===== src/rtl/reduce_add_uint8.sv =====
`default_nettype none
// ============================================================================
//  Module   : reduce_add_uint8
//  Purpose  : Sequential wrapping-uint8 sum reduction. Accumulates N valid
//             8-bit products and emits their modulo-256 sum as a single
//             registered output beat. Invalid cycles are bubbles and do not
//             advance the reduction. There is no backpressure.
//  Ports    : clk        - rising-edge clock
//             rst        - synchronous active-high reset
//             I          - 8-bit unsigned input element
//             valid_in   - I carries a real element this cycle
//             O          - reduced sum, held until the next result
//             valid_out  - single-cycle pulse, O holds a new result
//             busy       - a reduction is partially accumulated
//  Revision : 1.0 - initial release
// ============================================================================
module reduce_add_uint8 #(
   parameter int N = 4
) (
   input  logic       clk,
   input  logic       rst,
   input  logic [7:0] I,
   input  logic       valid_in,
   output logic [7:0] O,
   output logic       valid_out,
   output logic       busy
);

   localparam int               CNT_W  = $clog2(N) + 1;
   localparam logic [CNT_W-1:0] C_LAST = CNT_W'(N - 1);
   localparam logic [CNT_W-1:0] C_ONE  = CNT_W'(1);

   logic [7:0]       r_acc;
   logic [CNT_W-1:0] r_cnt;
   logic [7:0]       r_o;
   logic             r_valid_out;
   logic             r_busy;

   logic [7:0]       w_sum;
   logic             w_last;
   logic [7:0]       w_acc_nxt;
   logic [CNT_W-1:0] w_cnt_nxt;
   logic [7:0]       w_o_nxt;
   logic             w_valid_out_nxt;
   logic             w_busy_nxt;

   // The 8-bit sum drops the carry out of bit 7, giving uint8 wrap semantics.
   assign w_sum  = r_acc + I;
   assign w_last = (r_cnt == C_LAST);

   always_comb begin
      w_acc_nxt       = r_acc;
      w_cnt_nxt       = r_cnt;
      w_o_nxt         = r_o;
      w_valid_out_nxt = 1'b0;
      if (valid_in) begin
         if (w_last) begin
            // Final element: publish the sum and restart immediately so the
            // next valid cycle is element 0 of a new reduction. With N = 1
            // this branch is always taken, so acc never leaves zero.
            w_o_nxt         = w_sum;
            w_valid_out_nxt = 1'b1;
            w_acc_nxt       = 8'd0;
            w_cnt_nxt       = '0;
         end else begin
            w_acc_nxt = w_sum;
            w_cnt_nxt = r_cnt + C_ONE;
         end
      end
      // busy reflects the count that will exist after this edge.
      w_busy_nxt = (w_cnt_nxt != '0);
   end

   always_ff @(posedge clk) begin
      if (rst) begin
         r_acc       <= 8'd0;
         r_cnt       <= '0;
         r_o         <= 8'd0;
         r_valid_out <= 1'b0;
         r_busy      <= 1'b0;
      end else begin
         r_acc       <= w_acc_nxt;
         r_cnt       <= w_cnt_nxt;
         r_o         <= w_o_nxt;
         r_valid_out <= w_valid_out_nxt;
         r_busy      <= w_busy_nxt;
      end
   end

   assign O         = r_o;
   assign valid_out = r_valid_out;
   assign busy      = r_busy;

endmodule
`default_nettype wire


===== config.mk =====
export PLATFORM = sky130hd
export DESIGN_NAME = reduce_add_uint8
export DESIGN_NICKNAME = d
export VERILOG_FILES = /design/src/rtl/reduce_add_uint8.sv
export SDC_FILE = /design/constraint.sdc
export NUM_CORES = 1
export LEC_CHECK = 0
export ABC_AREA = 0
export BUFFER_PORTS_ARGS = -buffer_cell sky130_fd_sc_hd__buf_2
export CAP_MARGIN = 10
export CORE_MARGIN = 2
export CORE_UTILIZATION = 40
export CTS_CLUSTER_DIAMETER = 80
export DETAILED_ROUTE_END_ITERATION = 10
export GPL_ROUTABILITY_DRIVEN = 1
export SYNTH_ARGS = -nofsm -noshare
export SYNTH_HDL_FRONTEND = slang
export SYNTH_SLANG_ARGS = --single-unit

===== constraint.sdc =====
create_clock -name clk -period 3.46 [get_ports clk]
set_input_delay 0.173 -clock clk [delete_from_list [all_inputs] [get_ports clk]]
set_output_delay 0.173 -clock clk [all_outputs]
set_load 0.05 [all_outputs]

==> reports/results.txt, run 1 <==
global-route wire length before repair: 4150 µm
number of core rows: 19
Rel. slew slack: 52.7%
flops & latches, synth: 21
Post-DP HPWL: 1840 µm
post-CTS setup buffer count: 0
unrepaired setup endpoints after global routing: no
leakage: 0.562 nW
pwr dens: 409 nW/µm²
run status: complete, no violations
Worst setup SP type: flip-flop
Post-synth EDFFs: 0
Setup Crit Path Kind: flip-flop to flip-flop
r2r setup slk: 1280 ps
Setup TNS: 0 ps
H-tree depth: 1
yosys warns: 0
Clock Root Buffer: clkbuf_4
CTS Sinks: 21
full die area: 3220 µm²
ys async rst share: 0%
Area Growth Syn to Fin: 13.9%
ANT cells: 0
Initial Util: 41.4%
Post-Syn Area per Cell: 8.62 µm²
Fillers: 276
vias per cell: 5.45
P_int: 0.358 mW
vias in the first global route: 963
grt met2 use: 28.1%
core footprint: 2690 µm²
hold buffer count at CTS: 0
Distinct cells, synth: 40
most frequent cell after synthesis: dfxtp_1
worst min path class: input pin to flip-flop
global-route met1 utilization: 20.2%
layout cells sized above 1: 19.3%
Cell Area, Synth: 1110 µm²
Gate power share: 26.4%
met3 usage: 2.76%
reg2reg start: r_acc[0]
Worst-Margin Slew: 708 ps
total grt overflow: 0
NumNets Final: 171
Worst-path clk slew: 120 ps
GRT Util Overall: 16.4%
skew final: 8.37 ps
Final min period: 2180 ps
fmax: 459 MHz
initial antenna violation count: 0
buffer levels on the longest clock path: 2
top cell type's share of synthesized area: 37.8%
worst reg2reg path endpoint: O[6]
Syn Nets: 149
synth cell count leaders: dfxtp_1 (21), a21oi_1 (13), nand2_1 (13), nor2_1 (13)
Synth Flop Type: dfxtp_1
post-placement cell area: 1240 µm²
PortBufs: 20
vias: 987
worst r2r path cells: 8
post-route clock period utilization: 63.0%
cell count after synthesis: 129
CTS tree: built
GR peak layer: met2
Die W: 56.7 µm
I/O pins: 21
gp weighted congestion: 0.796
final core occ: 47.2%
CP endpoint kind: flip-flop
maxcap violations: 0
Worst Setup EP: O[6]
WP data arrival: 2420 ps
Crit Path Max Fanout: 3
Die Y: 56.7 µm
post-DR wirelength/cell: 13.6 µm
crit path from: r_acc[0]
CTS Buf Count: 3
Synth area leader: dfxtp_1
final setup fails: 0
Total Wirelength: 2450 µm
DRC viols: 0
Seq pwr share: 51.2%
Psw: 0.160 mW
VDD IR-drop max: 0.219 mV
clk_lat worst skew: 300 ps
Initial DRC Count: 19
sequential area share after synthesis: 37.8%
Final Hold Violating Endpoints: 0
Critical Path RT: 3700 ps
router iterations before antenna repair: 4
post-CTS sizing: 0
final instance area: 1270 µm²
Clk pwr share: 22.4%
Post-DRT Antenna Nets: 0
Sw Share: 30.9%
Pins Over Slew Limit: 0
Area contributors post-synth: dfxtp_1 (38%), ha_1 (9.0%), a21oi_1 (5.8%)
largest net degree at the start of global routing: 21
[cell usage in the layout (no fill, tap or decap), types with 3 or more instances in the layout]
master     n
clkbuf_4   3
ha_1       8
dfxtp_1   21
nand2_1   13
nor2b_1    8
buf_2     20
o21ai_0    5
nor2_1    13
inv_1      8
a21oi_1   13
[routing by layer]
metal | wire length [µm] | up-vias
li1 | - | 507
met1 | 1180 | 461
met2 | 1160 | 15
met3 | 82 | 4
met4 | 31 | 0
met5 | 0 | -
[per-stage QoR]
stage	cells	worst slack (ps)	power, mW	hold WS (ps)
5_1_grt	181	1110	0.553	259
2_1_floorplan	129	1600	0.375	386
3_5_place_dp	177	1360	0.407	446
3_3_place_gp	177	1510	0.401	440
6_report	181	1280	0.518	249
4_1_cts	181	1330	0.530	243
[worst max-delay path, cell delays in order (launching register included)]
cell       delay (ps)
dfxtp_1           350
ha_1              200
inv_1              70
fa_1              410
nor2b_1           170
o31a_2            160
o21ai_1            80
a2111oi_0         510
a311o_1           180
[power by group through the flow]
stage	registers, mW	clock network, mW	logic [mW]
2_1_floorplan	0.277	0	0.0979
3_3_place_gp	0.269	0	0.131
3_5_place_dp	0.271	0	0.137
4_1_cts	0.265	0.128	0.137
5_1_grt	0.267	0.132	0.154
6_report	0.265	0.116	0.137
[layout make-up]
class	instances	area, µm²	share of cell area (%)
Multi-Input combinational cell	97	651	51.3
Sequential cell	21	420	33.2
Timing Repair Buffer	20	100	7.90
Tap cell	31	38.8	3.06
Inverter	8	30.0	2.37
Clock buffer	3	22.5	1.78
Clock inverter	1	5.00	0.395
[how the worst min path moves through the flow]
stage / from / end / depth (start not counted)
floorplan: valid_in / r_acc[2] / 3
global placement: O[5] / O[5] / 2
detailed placement: O[2] / O[2] / 2
CTS: rst / r_cnt[0] / 2
global route: rst / r_acc[2] / 2
finish: rst / r_acc[2] / 2
[registers in the layout (all words and copies together), names as in the netlist]
name       flops
O              8
r_acc          8
r_cnt          3
busy           1
valid_out      1
[cells by family after synthesis]
group / after synthesis / synth area share (%)
simple gates: 42 / 18.2
xor+xnor: 3 / 2.36
compound gates: 40 / 24.3
mux: 2 / 1.91
flops: 21 / 37.8
buf+inv: 11 / 3.71
fa+ha+maj: 10 / 11.7
No activity file was read; power rests on OpenSTA's default activity.
==> run 2: changes to the inputs <==
--- a/config.mk
+++ b/config.mk
@@ -5,7 +5,7 @@
 export SDC_FILE = /design/constraint.sdc
 export NUM_CORES = 1
 export LEC_CHECK = 0
-export ABC_AREA = 0
+export ABC_AREA = 1
 export BUFFER_PORTS_ARGS = -buffer_cell sky130_fd_sc_hd__buf_2
 export CAP_MARGIN = 10
 export CORE_MARGIN = 2
==> constraint.sdc (replaced) <==
create_clock -name clk -period 2 [get_ports clk]
set_input_delay 0.1 -clock clk [delete_from_list [all_inputs] [get_ports clk]]
set_output_delay 0.1 -clock clk [all_outputs]
set_load 0.05 [all_outputs]
==> run 2 against run 1 <==
Effect of this change:
- register-to-register slack lost 970 ps
- clock skew decreased by 3.3 ps
- worst hold slack lost 110 ps
- synthesized cell count up 23%
- global-route usage fell by 1.6 points
- core utilization increased by 0.46 points
- synthesized area up 6.0%
- first-iteration DRC count increased by 16%
- combinational power increased by 87%
- power increased by 76%
- maximum frequency increased by 29%
- non-clock buffer count unchanged
- largest power group unchanged
- highest routed layer unchanged
==> reports/results.txt, run 2 <==
reg2reg start: r_acc[0]
Setup TNS: 0 ps (unchanged)
router iterations before antenna repair: 4 (unchanged)
CTS Sinks: 21 (unchanged)
Setup Crit Path Kind: flip-flop to flip-flop
Area contributors post-synth: dfxtp_1 (36%), nand2_1 (14%), ha_1 (8.5%)
commonest non-fill, non-tap cell in the layout: nand2_1
CP endpoint kind: flip-flop
run status: complete, no violations
hold buffer count at CTS: 0 (unchanged)
H-tree depth: 1 (unchanged)
post-route clock period utilization: 84.4% (+21 points)
maxcap violations: 0 (unchanged)
DRC viols: 0 (unchanged)
full die area: 3400 µm² (+5.5%)
Post-DRT Antenna Nets: 0 (unchanged)
Post-Syn Area per Cell: 7.41 µm² (-14%)
vias in the first global route: 939 (-2.5%)
number of core rows: 19 (unchanged)
ANT cells: 0 (unchanged)
yosys warns: 0 (unchanged)
Initial DRC Count: 22 (+3)
Hold EP: valid_out
CTS Buf Count: 3 (unchanged)
core footprint: 2780 µm² (+3.5%)
hold depth: 3 (+1)
most frequent cell after synthesis: nand2_1
I/O pins: 21 (unchanged)
post-DR wirelength/cell: 10.8 µm (-20%)
Distinct cells, synth: 31 (-23%)
post-CTS sizing: 0 (unchanged)
Synth Flop Type: dfxtp_1
Crit Path Max Fanout: 3 (unchanged)
Initial Util: 42.4% (+0.97 points)
VDD IR-drop max: 0.372 mV (+70%)
total grt overflow: 0 (unchanged)
fmax: 592 MHz (+29%)
Rel. slew slack: 73.5% (+21 points)
sequential area share after synthesis: 35.7% (-2.1 points)
skew final: 5.10 ps (-3.27 ps)
Post-DP HPWL: 1780 µm (-3.6%)
GRT Util Overall: 14.8% (-1.6 points)
r2r setup slk: 310 ps (-970 ps)
Synth area leader: dfxtp_1
flops & latches, synth: 21 (unchanged)
Total Wirelength: 2270 µm (-7.3%)
most frequent cells in the layout: nand2_1 (43), dfxtp_1 (21), buf_2 (20)
Final Hold Violating Endpoints: 0 (unchanged)
final setup fails: 0 (unchanged)
pwr dens: 688 nW/µm² (+68%)
Pins Over Slew Limit: 0 (unchanged)
leakage: 0.694 nW (+24%)
ys async rst share: 0% (unchanged)
worst r2r path cells: 13 (+5)
initial antenna violation count: 0 (unchanged)
layout cells sized above 1: 19.4% (+0.11 points)
Post-synth EDFFs: 0 (unchanged)
Die Y: 58.3 µm (+2.7%)
cell count after synthesis: 159 (+23%)
WP data arrival: 1890 ps (-530 ps)
hold_ws: 134 ps (-115 ps)
clk_lat worst skew: 290 ps (about the same)
global-route wire length before repair: 3890 µm (-6.2%)
vias: 1033 (+4.7%)
total power: 0.912 mW (+76%)
Cell Area, Synth: 1180 µm² (+6.0%)
Clock Root Buffer: clkbuf_4
worst min path class: input pin to flip-flop
Syn Nets: 179 (+20%)
top cell type's share of synthesized area: 35.7% (-2.1 points)
CTS tree: built
Worst-path clk slew: 110 ps (about the same)
Die W: 58.3 µm (+2.7%)
PortBufs: 20 (unchanged)
largest net degree at the start of global routing: 21 (unchanged)
synth cell count leaders: nand2_1 (43), dfxtp_1 (21), inv_1 (19), nor2_1 (17), a21oi_1 (11)
Area Growth Syn to Fin: 12.4%
gp weighted congestion: 0.792 (-0.48%)
unrepaired setup endpoints after global routing: no
Worst setup SP type: flip-flop
worst reg2reg path endpoint: O[6]
NumNets Final: 201 (+18%)
Final min period: 1690 ps (-490 ps)
vias per cell: 4.90 (-10%)
Critical Path RT: 2200 ps (-1500 ps)
Worst-Margin Slew: 397 ps (-311 ps)
hold_sp: valid_in
post-CTS setup buffer count: 0 (unchanged)
buffer levels on the longest clock path: 2 (unchanged)
[run 2: changes by cell type after synthesis, moves of 3 or more]
cell,delta
nor2b_1,-8
nand3_1,+9
nor2_1,+4
nand2_1,+30
nand3b_1,+3
inv_1,+11
o21ai_0,-3
[run 2: per-stage QoR]
stage	instances	cell area [µm²]	setup slack, ps	util (%)
after floorplan	159	1180	456	-
after global placement	207	1300	387	46.7
after detailed placement	207	1300	333	46.7
after CTS	211	1330	304	47.6
after global routing	211	1330	148	47.6
final	211	1330	311	47.6
[run 2: routing by layer]
metal / share of wire [%] / track usage (%) / vias up
li1: - / - / 548
met1: 46 / 17.1 / 470
met2: 49 / 26.8 / 13
met3: 3.3 / 3.13 / 2
met4: 0.75 / 4.98 / 0
met5: 0 / 0 / -
[run 2: report_power, final]
part           total [mW]  leakage, nW  internal (mW)  switching, mW
combinational       0.256        0.508          0.100          0.156
clock               0.198       0.0150         0.0775          0.120
sequential          0.458        0.172          0.444         0.0138
total               0.912        0.694          0.622          0.290
[run 2: how the worst max path moves through the flow]
stage	start	endpoint	slack [ps]
finish	r_acc[0]	O[6]	310
global route	r_acc[0]	O[6]	150
CTS	r_acc[0]	O[6]	300
detailed placement	r_acc[0]	O[6]	330
global placement	r_acc[0]	O[4]	390
floorplan	r_acc[0]	O[6]	460
[run 2: area by class of cell]
class	instances	area, µm²
clock buffer	4	26.3
fill	300	1460
inverter	21	82.6
multi-input combinational	114	657
sequential	21	420
tap	31	38.8
timing repair buffer	20	100
[run 2: critical path, stage by stage, from the launching register on]
cell and delay (ps):
dfxtp_1 360, ha_1 180, inv_1 60, fa_1 390, inv_1 70, nand2_1 50
nand2_1 70, nand3b_1 100, nand2_1 70, nand2_1 60, nand2_1 60, nand2_1 40
nand2_1 50, inv_1 30
[run 2: cells by family (layout without fill, tap and decap cells)]
family / Yosys count / count (layout) / share of synthesized area [%]
compound gates: 19 / 19 / 9.66
simple gates: 82 / 82 / 32.8
fa+ha+maj: 9 / 9 / 10.2
mux: 1 / 1 / 0.849
flops: 21 / 21 / 35.7
buf+inv: 24 / 45 / 8.60
xor+xnor: 3 / 3 / 2.23
